<file path="config.mk">
export PLATFORM = sky130hd
export DESIGN_NAME = rv_plic_gateway
export DESIGN_NICKNAME = d
export VERILOG_FILES = /design/src/rtl/rv_plic_gateway.sv
export SDC_FILE = /design/constraint.sdc
export NUM_CORES = 1
export LEC_CHECK = 0
export BUFFER_PORTS_ARGS = -buffer_cell sky130_fd_sc_hd__buf_2
export CAP_MARGIN = 0
export CORE_MARGIN = 1.5
export CORE_UTILIZATION = 50
export DETAILED_ROUTE_END_ITERATION = 6
export PLACE_DENSITY = 0.8
export SLEW_MARGIN = 20
export SYNTH_ARGS = -nofsm -noshare
export SYNTH_HDL_FRONTEND = slang
export SYNTH_SLANG_ARGS = --single-unit
</file>
<file path="constraint.sdc">
create_clock -name clk_i -period 4.3 [get_ports clk_i]
set_input_delay 0.215 -clock clk_i [delete_from_list [all_inputs] [get_ports clk_i]]
set_output_delay 0.215 -clock clk_i [all_outputs]
set_load 0.02 [all_outputs]
</file>
<file path="src/rtl/rv_plic_gateway.sv">
// rtl/rv_plic_gateway.sv - per-source PLIC interrupt gateway; optional input synchronizer via RV_PLIC_GATEWAY_SYNC_EN
module rv_plic_gateway #(
    parameter int N_SOURCE = 32,
    parameter int CNTW     = 4,
    localparam int SRCW    = $clog2(N_SOURCE + 1)
) (
    input  logic                clk_i,
    input  logic                rst_i,
    input  logic [N_SOURCE-1:0] src_i,
    input  logic [N_SOURCE-1:0] le_i,
    input  logic                claim_i,
    input  logic [SRCW-1:0]     claim_id_i,
    input  logic                complete_i,
    input  logic [SRCW-1:0]     complete_id_i,
    output logic [N_SOURCE-1:0] ip_o,
    output logic [N_SOURCE-1:0] active_o
);

    typedef enum logic [1:0] {
        ST_IDLE    = 2'd0,
        ST_PENDING = 2'd1,
        ST_ACTIVE  = 2'd2
    } state_e;

    state_e              state_q [N_SOURCE];
    state_e              state_d [N_SOURCE];
    logic [CNTW-1:0]     cnt_q   [N_SOURCE];
    logic [CNTW-1:0]     cnt_d   [N_SOURCE];
    logic [N_SOURCE-1:0] src_s;
    logic [N_SOURCE-1:0] src_q;
    logic [N_SOURCE-1:0] edge_v;
    logic [N_SOURCE-1:0] take;

`ifdef RV_PLIC_GATEWAY_SYNC_EN
    logic [N_SOURCE-1:0] sync_q1;
    logic [N_SOURCE-1:0] sync_q2;

    // Two-flop synchronizer so device lines may be asynchronous to clk_i
    always_ff @(posedge clk_i) begin
        if (rst_i) begin
            sync_q1 <= '0;
            sync_q2 <= '0;
        end else begin
            sync_q1 <= src_i;
            sync_q2 <= sync_q1;
        end
    end

    assign src_s = sync_q2;
`else
    assign src_s = src_i;
`endif

    // src_q resets to 0 so a line already high after reset is seen as an edge
    assign edge_v = src_s & ~src_q;

    // Per-source next state and edge counter; claim is only honoured in
    // PENDING and complete only in ACTIVE, so same-ID collisions resolve to the claim
    always_comb begin
        for (int i = 0; i < N_SOURCE; i++) begin
            state_d[i] = state_q[i];
            cnt_d[i]   = cnt_q[i];
            take[i]    = 1'b0;
            case (state_q[i])
                ST_IDLE: begin
                    if (le_i[i]) begin
                        if (edge_v[i] || (cnt_q[i] != '0)) begin
                            state_d[i] = ST_PENDING;
                            take[i]    = 1'b1;
                        end
                    end else if (src_s[i]) begin
                        state_d[i] = ST_PENDING;
                    end
                end
                ST_PENDING: begin
                    if (claim_i && (claim_id_i == SRCW'(i + 1))) begin
                        state_d[i] = ST_ACTIVE;
                    end
                end
                ST_ACTIVE: begin
                    if (complete_i && (complete_id_i == SRCW'(i + 1))) begin
                        state_d[i] = ST_IDLE;
                    end
                end
                default: state_d[i] = ST_IDLE;
            endcase
            // An edge consumed by a same-cycle take leaves the count unchanged
            if (!le_i[i]) begin
                cnt_d[i] = '0;
            end else if (take[i] && !edge_v[i]) begin
                cnt_d[i] = cnt_q[i] - CNTW'(1);
            end else if (!take[i] && edge_v[i] && (cnt_q[i] != '1)) begin
                cnt_d[i] = cnt_q[i] + CNTW'(1);
            end
        end
    end

    // State, counter, edge history and registered outputs
    always_ff @(posedge clk_i) begin
        if (rst_i) begin
            src_q    <= '0;
            ip_o     <= '0;
            active_o <= '0;
            for (int i = 0; i < N_SOURCE; i++) begin
                state_q[i] <= ST_IDLE;
                cnt_q[i]   <= '0;
            end
        end else begin
            src_q <= src_s;
            for (int i = 0; i < N_SOURCE; i++) begin
                state_q[i]  <= state_d[i];
                cnt_q[i]    <= cnt_d[i];
                ip_o[i]     <= (state_d[i] == ST_PENDING);
                active_o[i] <= (state_d[i] == ST_ACTIVE);
            end
        end
    end

endmodule

</file>
==> run_results.csv, run 1 <==
group,metric,value,unit
run_status,status,"finished, final reports clean",
logic_synthesis,yosys.area_share.simple,31.8,%
place,gp_congestion,0.895,
worst_setup_path,path_buf_inv,0,
pwr,p_leak,6.40,nW
logic_synthesis,synthCells,1566,
worst_setup_path,timing.critical_path.max_delay_family,"simple AND/OR/NAND/NOR gates",
logic_synthesis,syn-num-nets,1678,
clock_tree,insertion_delay,0.55,ns
worst_setup_path,cp_max_fo,7,
finish,layout.cells.non_filler,2149,
clock_tree,cts_buffers,31,
place,io_buffers,143,
timing,finClkSkew,0.00784,ns
pwr,power_density,374,nW/um2
clock_tree,cts_tree,"built",
timing,timing.final.crit_share,53.9,%
timing,fmax,432,MHz
route,viasPerCell,5.99,
worst_setup_path,crit_path_frequent_cell,"mux2_2",
logic_synthesis,synth_top_family_by_area,"simple AND/OR/NAND/NOR gates",
worst_setup_path,worst-endpoint-required,4.74,ns
route,vias,12900,
logic_synthesis,synthAdderAreaFrac,2.85,%
logic_synthesis,synth_seq_cells,288,
logic_synthesis,synthMuxAreaShare,5.74,%
route,drt_iter0_drc,816,
pwr,fin_total_pwr,6.17,mW
clock_tree,clk_path_buf_depth,3,
place,dpl_worst_slack,2.02,ns
place,dp_cells,2054,
pwr,ir_drop,280,uV
worst_setup_path,regToRegSetupSlack,1.98,ns
logic_synthesis,yosysWarnings,0,
global_routing,grt_max_degree,103,
logic_synthesis,synth.distinct_cells,56,
worst_setup_path,cp-startpoint,"cnt_q[0][0]",
worst_setup_path,startpoint_type,"flop",
worst_hold_path,hold_class,"input pin to flop",
timing,rsz0062_at_grt,"false",
logic_synthesis,netlist_area,14000,um2
worst_setup_path,arrival,2.76,ns
place,hpwl,24600,um
floorplan,core-area,27700,um2
worst_setup_path,crit_type,"flop to flop",
timing,tns,0,ns
job,maxCapViolCount,0,
logic_synthesis,ys_seq_area_share,41.1,%
clock_tree,cts_sinks,288,
worst_setup_path,cp-endpoint,"cnt_q[0][2]",
timing,hold_viol,0,
clock_tree,cts_hold_buf,34,
timing,worstMarginPinSlew,1.01,ns
floorplan,die_w,170,um
timing,fin_ws,1.98,ns
timing,setup_violations,0,
finish,syn_to_final_growth,17.7,%
finish,drive_gt1_share,17.6,%
logic_synthesis,async_flop_share,0,%
finish,final_cell_mix,"dfxtp_1, nor2_1, buf_2",
clock_tree,clk_pin_slew,0.06,ns
logic_synthesis,synth-compound-area-share,16.0,%
worst_setup_path,max_stage_delay,0.56,ns
route,drcViolationCount,0,
global_routing,grt_overflow,0,
logic_synthesis,avgSynthCellArea,8.96,um2
worst_setup_path,r2r_start,"cnt_q[0][0]",
timing,fin_hold_ws,0.0151,ns
floorplan,initial_utilization,50.6,%
global_routing,grt_pass1_wl,56100,um
logic_synthesis,synth_edf_count,0,
worst_setup_path,crit_path_top_delay_cell,"or4_1",
clock_tree,post_cts_resized,0,
floorplan,die-area,29100,um2
clock_tree,htree_levels,1,
clock_tree,cts_setup_buffers,0,
logic_synthesis,synth_xor_area_share,0.125,%
worst_setup_path,path_depth,6,
timing,slew_violations,0,
worst_setup_path,end_kind,"flop",
floorplan,num_io_pins,144,
worst_setup_path,path_cells,"or4_1 -> and3_1 -> mux2_2 -> ha_1 -> a22oi_1 -> mux2_2",
timing,max_slew_margin,32.7,%
finish,final_nets,1855,
route,routed_wl,34600,um
floorplan,rows,61,
logic_synthesis,synthFlopType,"dfxtp_1",
floorplan,die_h,170,um
global_routing,grt_pass1_vias,12000,
global_routing,antenna_found_initial,8,
timing,finalCriticalPeriod,2.32,ns
global_routing,track_usage,23.3,%
worst_setup_path,timing.rr.end,"cnt_q[0][2]",
worst_setup_path,r2r_cells,6,
route,firstDrtPassIters,6,
route,routedWlPerCell,16.1,um
finish,final_common_cell,"dfxtp_1",
route,drtAntennaViolNets,0,
clock_tree,cts_root_buffer,"clkbuf_16",
## how the worst min path moves through the flow
stage	from	end	slack, ns	depth (start not counted)
2_1_floorplan	src_i[0]	src_q[0]	0.34	1
4_1_cts	le_i[1]	cnt_q[0][5]	0.0008	3
5_1_grt	le_i[1]	cnt_q[0][5]	0.03	3
3_3_place_gp	src_i[20]	src_q[20]	0.45	2
6_report	le_i[1]	cnt_q[0][5]	0.02	3
3_5_place_dp	src_i[1]	src_q[1]	0.46	2
## worst min-delay path: cells and delay by family
family,cells,cell delay [ns]
buffers and inverters,1,0.13
AND/OR/NAND/NOR,1,0.11
AO/OA/AOI/OAI,1,0.05
## cell families (layout without fill, tap and decap cells)
family / count (synthesis) / count (layout)
buf+inv: 84 / 284
fa+ha+maj: 32 / 32
compound gates: 320 / 320
mux: 75 / 75
xor+xnor: 2 / 2
flops: 288 / 288
simple gates: 765 / 765
other cells: 0 / 5
## state kept, by name (all words and copies together), names as in the netlist
signal / cells
cnt_q: 128
src_q: 32
ip_o: 32
state_q: 64
active_o: 32
## where the power goes
part / total, mW / leakage [nW] / internal [mW] / switching [mW]
Sequential: 2.84 / 2.35 / 2.76 / 0.0829
Clock: 2.68 / 0.509 / 1.58 / 1.10
Combinational: 0.649 / 3.54 / 0.264 / 0.385
## cell usage after synthesis, types with 32 or more instances
cell type / n / area share, %
a21oi_1: 79 / 2.8
mux2_2: 44 / 3.5
nor3_1: 76 / 2.7
nor2_1: 148 / 4.0
nand4_1: 36 / 1.6
nand2b_1: 67 / 3.0
dfxtp_1: 288 / 41
or4_1: 47 / 2.5
inv_1: 45 / 1.2
nor2b_1: 69 / 3.1
a221oi_1: 33 / 2.1
nor4_1: 44 / 2.0
and3_1: 37 / 1.7
nand2_1: 70 / 1.9
o21ai_0: 34 / 1.2
ha_1: 32 / 2.9
nand3b_1: 32 / 1.7
nand3_1: 39 / 1.4
## final cells by class
| type | count | area (um2) |
|---|---|---|
| diodes | 5 | 12.5 |
| clock buffers | 36 | 845 |
| clock inverters | 20 | 195 |
| fillers | 2397 | 11200 |
| inverters | 45 | 169 |
| multi-input cells | 1194 | 7930 |
| flip-flops and latches | 288 | 5770 |
| well taps | 378 | 473 |
| repair buffers | 183 | 1120 |
## metal layers
layer	vias up	GRT usage, %	wire length, um	part of all wire [%]
li1	6337	-	-	-
met1	6106	29.5	15100	44
met2	333	40.6	16600	48
met3	82	3.35	1900	5.5
met4	6	8.08	975	2.8
met5	-	0	34	0.098
## through the flow
step	utilization [%]	area, um2
after global placement	54.6	15100
after CTS	59.5	16500
after floorplan	-	14000
after global routing	59.6	16500
after detailed placement	54.6	15100
final	59.6	16500
Power figures use the tool's default switching activity.
==> inputs of run 2 (changes only) <==
--- a/config.mk
+++ b/config.mk
@@ -5,6 +5,7 @@
 export SDC_FILE = /design/constraint.sdc
 export NUM_CORES = 1
 export LEC_CHECK = 0
+export ABC_AREA = 1
 export BUFFER_PORTS_ARGS = -buffer_cell sky130_fd_sc_hd__buf_2
 export CAP_MARGIN = 0
 export CORE_MARGIN = 1.5
==> constraint.sdc (replaced) <==
create_clock -name clk_i -period 2.2 [get_ports clk_i]
set_input_delay 0.11 -clock clk_i [delete_from_list [all_inputs] [get_ports clk_i]]
set_output_delay 0.11 -clock clk_i [all_outputs]
set_load 0.02 [all_outputs]
==> run_results.csv, run 2 <==
group,metric,value,unit
worst_setup_path,arrival,2.57,ns
worst_setup_path,regToRegSetupSlack,0.08,ns
worst_hold_path,hold_class,"input pin to flop",
finish,largest_reg_flops,128,
timing,max_slew_margin,63.7,%
floorplan,die-area,30800,um2
timing,finalCriticalPeriod,2.12,ns
clock_tree,clk_path_buf_depth,3,
global_routing,grt_overflow,0,
pwr,p_leak,9.16,nW
route,routedWlPerCell,12.7,um
clock_tree,clk_pin_slew,0.06,ns
logic_synthesis,synthTopCellsByCount,"nand2_1, inv_1, dfxtp_1",
place,gp_congestion,0.915,
route,routed_wl,36900,um
worst_setup_path,worst-endpoint-required,2.65,ns
finish,syn_to_final_growth,21.1,%
logic_synthesis,ys_seq_area_share,38.8,%
worst_setup_path,crit_type,"flop to flop",
worst_setup_path,startpoint_type,"flop",
finish,fillers,2530,
run_status,status,"finished, final reports clean",
job,maxCapViolCount,0,
worst_setup_path,end_kind,"flop",
route,firstDrtPassIters,6,
clock_tree,htree_levels,1,
floorplan,die_h,175,um
route,drcViolationCount,0,
floorplan,core-area,29000,um2
finish,final_cell_area,18000,um2
timing,tns,0,ns
finish,final_common_cell,"nand2_1",
finish,final_nets,2603,
logic_synthesis,synth_seq_cells,288,
global_routing,grt_pass1_vias,13700,
clock_tree,insertion_delay,0.55,ns
logic_synthesis,netlist_area,14900,um2
finish,drive_gt1_share,13.2,%
logic_synthesis,synth.most_common_cell,"nand2_1",
logic_synthesis,yosysWarnings,0,
global_routing,antenna_found_initial,4,
global_routing,track_usage,23.4,%
logic_synthesis,synth.area.top_cells,"dfxtp_1, nand2_1, inv_1",
route,vias,14700,
timing,slew_violations,0,
finish,utilization,62.1,%
place,io_buffers,143,
pwr,ir_drop,559,uV
clock_tree,cts_buffers,31,
logic_synthesis,synth_top_family_by_area,"simple AND/OR/NAND/NOR gates",
logic_synthesis,async_flop_share,0,%
pwr,power_density,751,nW/um2
global_routing,grt_max_degree,72,
logic_synthesis,synthMuxAreaShare,0,%
route,drt_iter0_drc,929,
floorplan,initial_utilization,51.2,%
clock_tree,cts_root_buffer,"clkbuf_16",
logic_synthesis,synthFlopType,"dfxtp_1",
clock_tree,cts_tree,"built",
timing,setup_violations,0,
floorplan,rows,62,
timing,timing.final.crit_share,96.4,%
logic_synthesis,syn-num-nets,2364,
timing,finClkSkew,0.00960,ns
logic_synthesis,synth_xor_area_share,1.24,%
clock_tree,cts_sinks,288,
logic_synthesis,synth_top_area_share,38.8,%
timing,hold_viol,0,
route,viasPerCell,5.04,
timing,worstMarginPinSlew,0.543,ns
route,drtAntennaViolNets,0,
place,hpwl,27000,um
finish,layout.cells.non_filler,2904,
floorplan,num_io_pins,144,
logic_synthesis,synth.distinct_cells,35,
place,dp_cells,2765,
finish,final_cell_mix,"nand2_1, inv_1, dfxtp_1",
worst_setup_path,cp_max_fo,5,
finish,top_regs,"cnt_q: 128 flops, state_q: 64 flops",
global_routing,grt_pass1_wl,60400,um
logic_synthesis,synthAdderAreaFrac,2.69,%
floorplan,die_w,175,um
clock_tree,cts_setup_buffers,0,
logic_synthesis,synth_edf_count,0,
logic_synthesis,yosys.area_share.simple,31.3,%
logic_synthesis,synthCells,2252,
logic_synthesis,post-synth-top-area-cell,"dfxtp_1",
finish,regMostFlops,"cnt_q",
place,place_area,16100,um2
logic_synthesis,avgSynthCellArea,6.60,um2
logic_synthesis,synth-compound-area-share,14.0,%
timing,fmax,471,MHz
[run 2: changes by cell type after synthesis, sizes merged, moves of 67 or more]
cell and delta:
nand2 +401, o21ai +117, nor2b -69, a21oi +107, inv +400, nand2b -67
nand3 +85, nor2 +140
[run 2: cell type report]
class                   instances  area, um2  share of cell area (%)
multi-input cells            1489       7370                    40.9
flip-flops and latches        288       5770                    32.0
inverters                     448       1680                    9.34
repair buffers                233       1620                    8.97
clock buffers                  38        832                    4.62
well taps                     384        480                    2.67
clock inverters                18        246                    1.37
diodes                          6       15.0                  0.0834
[run 2: final timing paths]
check	cells after the start	endpoint	from
max	12	cnt_q[0][62]	src_q[15]
max reg2reg	12	cnt_q[0][62]	src_q[15]
min reg2reg	2	cnt_q[1][43]	cnt_q[1][43]
min	4	state_q[1][31]	complete_i
[run 2: what timing repair did]
| item | in CTS | in global routing |
|---|---|---|
| hold endpoints to repair | 182 | 0 |
| setup endpoints to repair | 0 | 3 |
| gates resized for setup | 0 | 11 |
| hold buffers | 77 | 0 |
[run 2: metrics by stage]
stage	hold WS, ns	power (mW)	worst slack, ns
global route	0.0845	14.2	-0.0198
floorplan	0.217	7.40	0.249
CTS	0.0347	13.6	0.0246
finish	0.0537	13.5	0.0786
detailed placement	0.342	7.95	0.0684
global placement	0.341	7.86	0.162
[run 2: logic make-up after synthesis]
| logic type | after synthesis |
|---|---|
| compound gates | 395 |
| flops | 288 |
| fa+ha+maj | 32 |
| buf+inv | 475 |
| simple gates | 1041 |
| xor+xnor | 21 |
[run 2: critical path, stage by stage (launching register included)]
cell     delay (ns)
dfxtp_1        0.30
or2_1          0.28
nand3_1        0.11
nand2_1        0.08
inv_1          0.10
nand2_2        0.11
xor2_1         0.17
ha_1           0.21
or2_2          0.29
o21ai_2        0.16
nand3_1        0.10
nand2_1        0.07
nor2_1         0.04
[run 2: where the power goes]
| group | total (mW) | leakage [nW] | switching, mW | internal (mW) |
|---|---|---|---|---|
| logic | 2.30 | 6.26 | 1.46 | 0.843 |
| registers | 5.71 | 2.36 | 0.199 | 5.51 |
| clock network | 5.51 | 0.537 | 2.13 | 3.38 |
[run 2: per-layer routing]
layer  routed length [um]  part of all wire (%)  track usage, %
met2                17600                    48            41.8
met4                 1160                   3.1            8.90
met1                16100                    44            28.2
met3                 1970                   5.3            3.57
met5                    0                     0               0
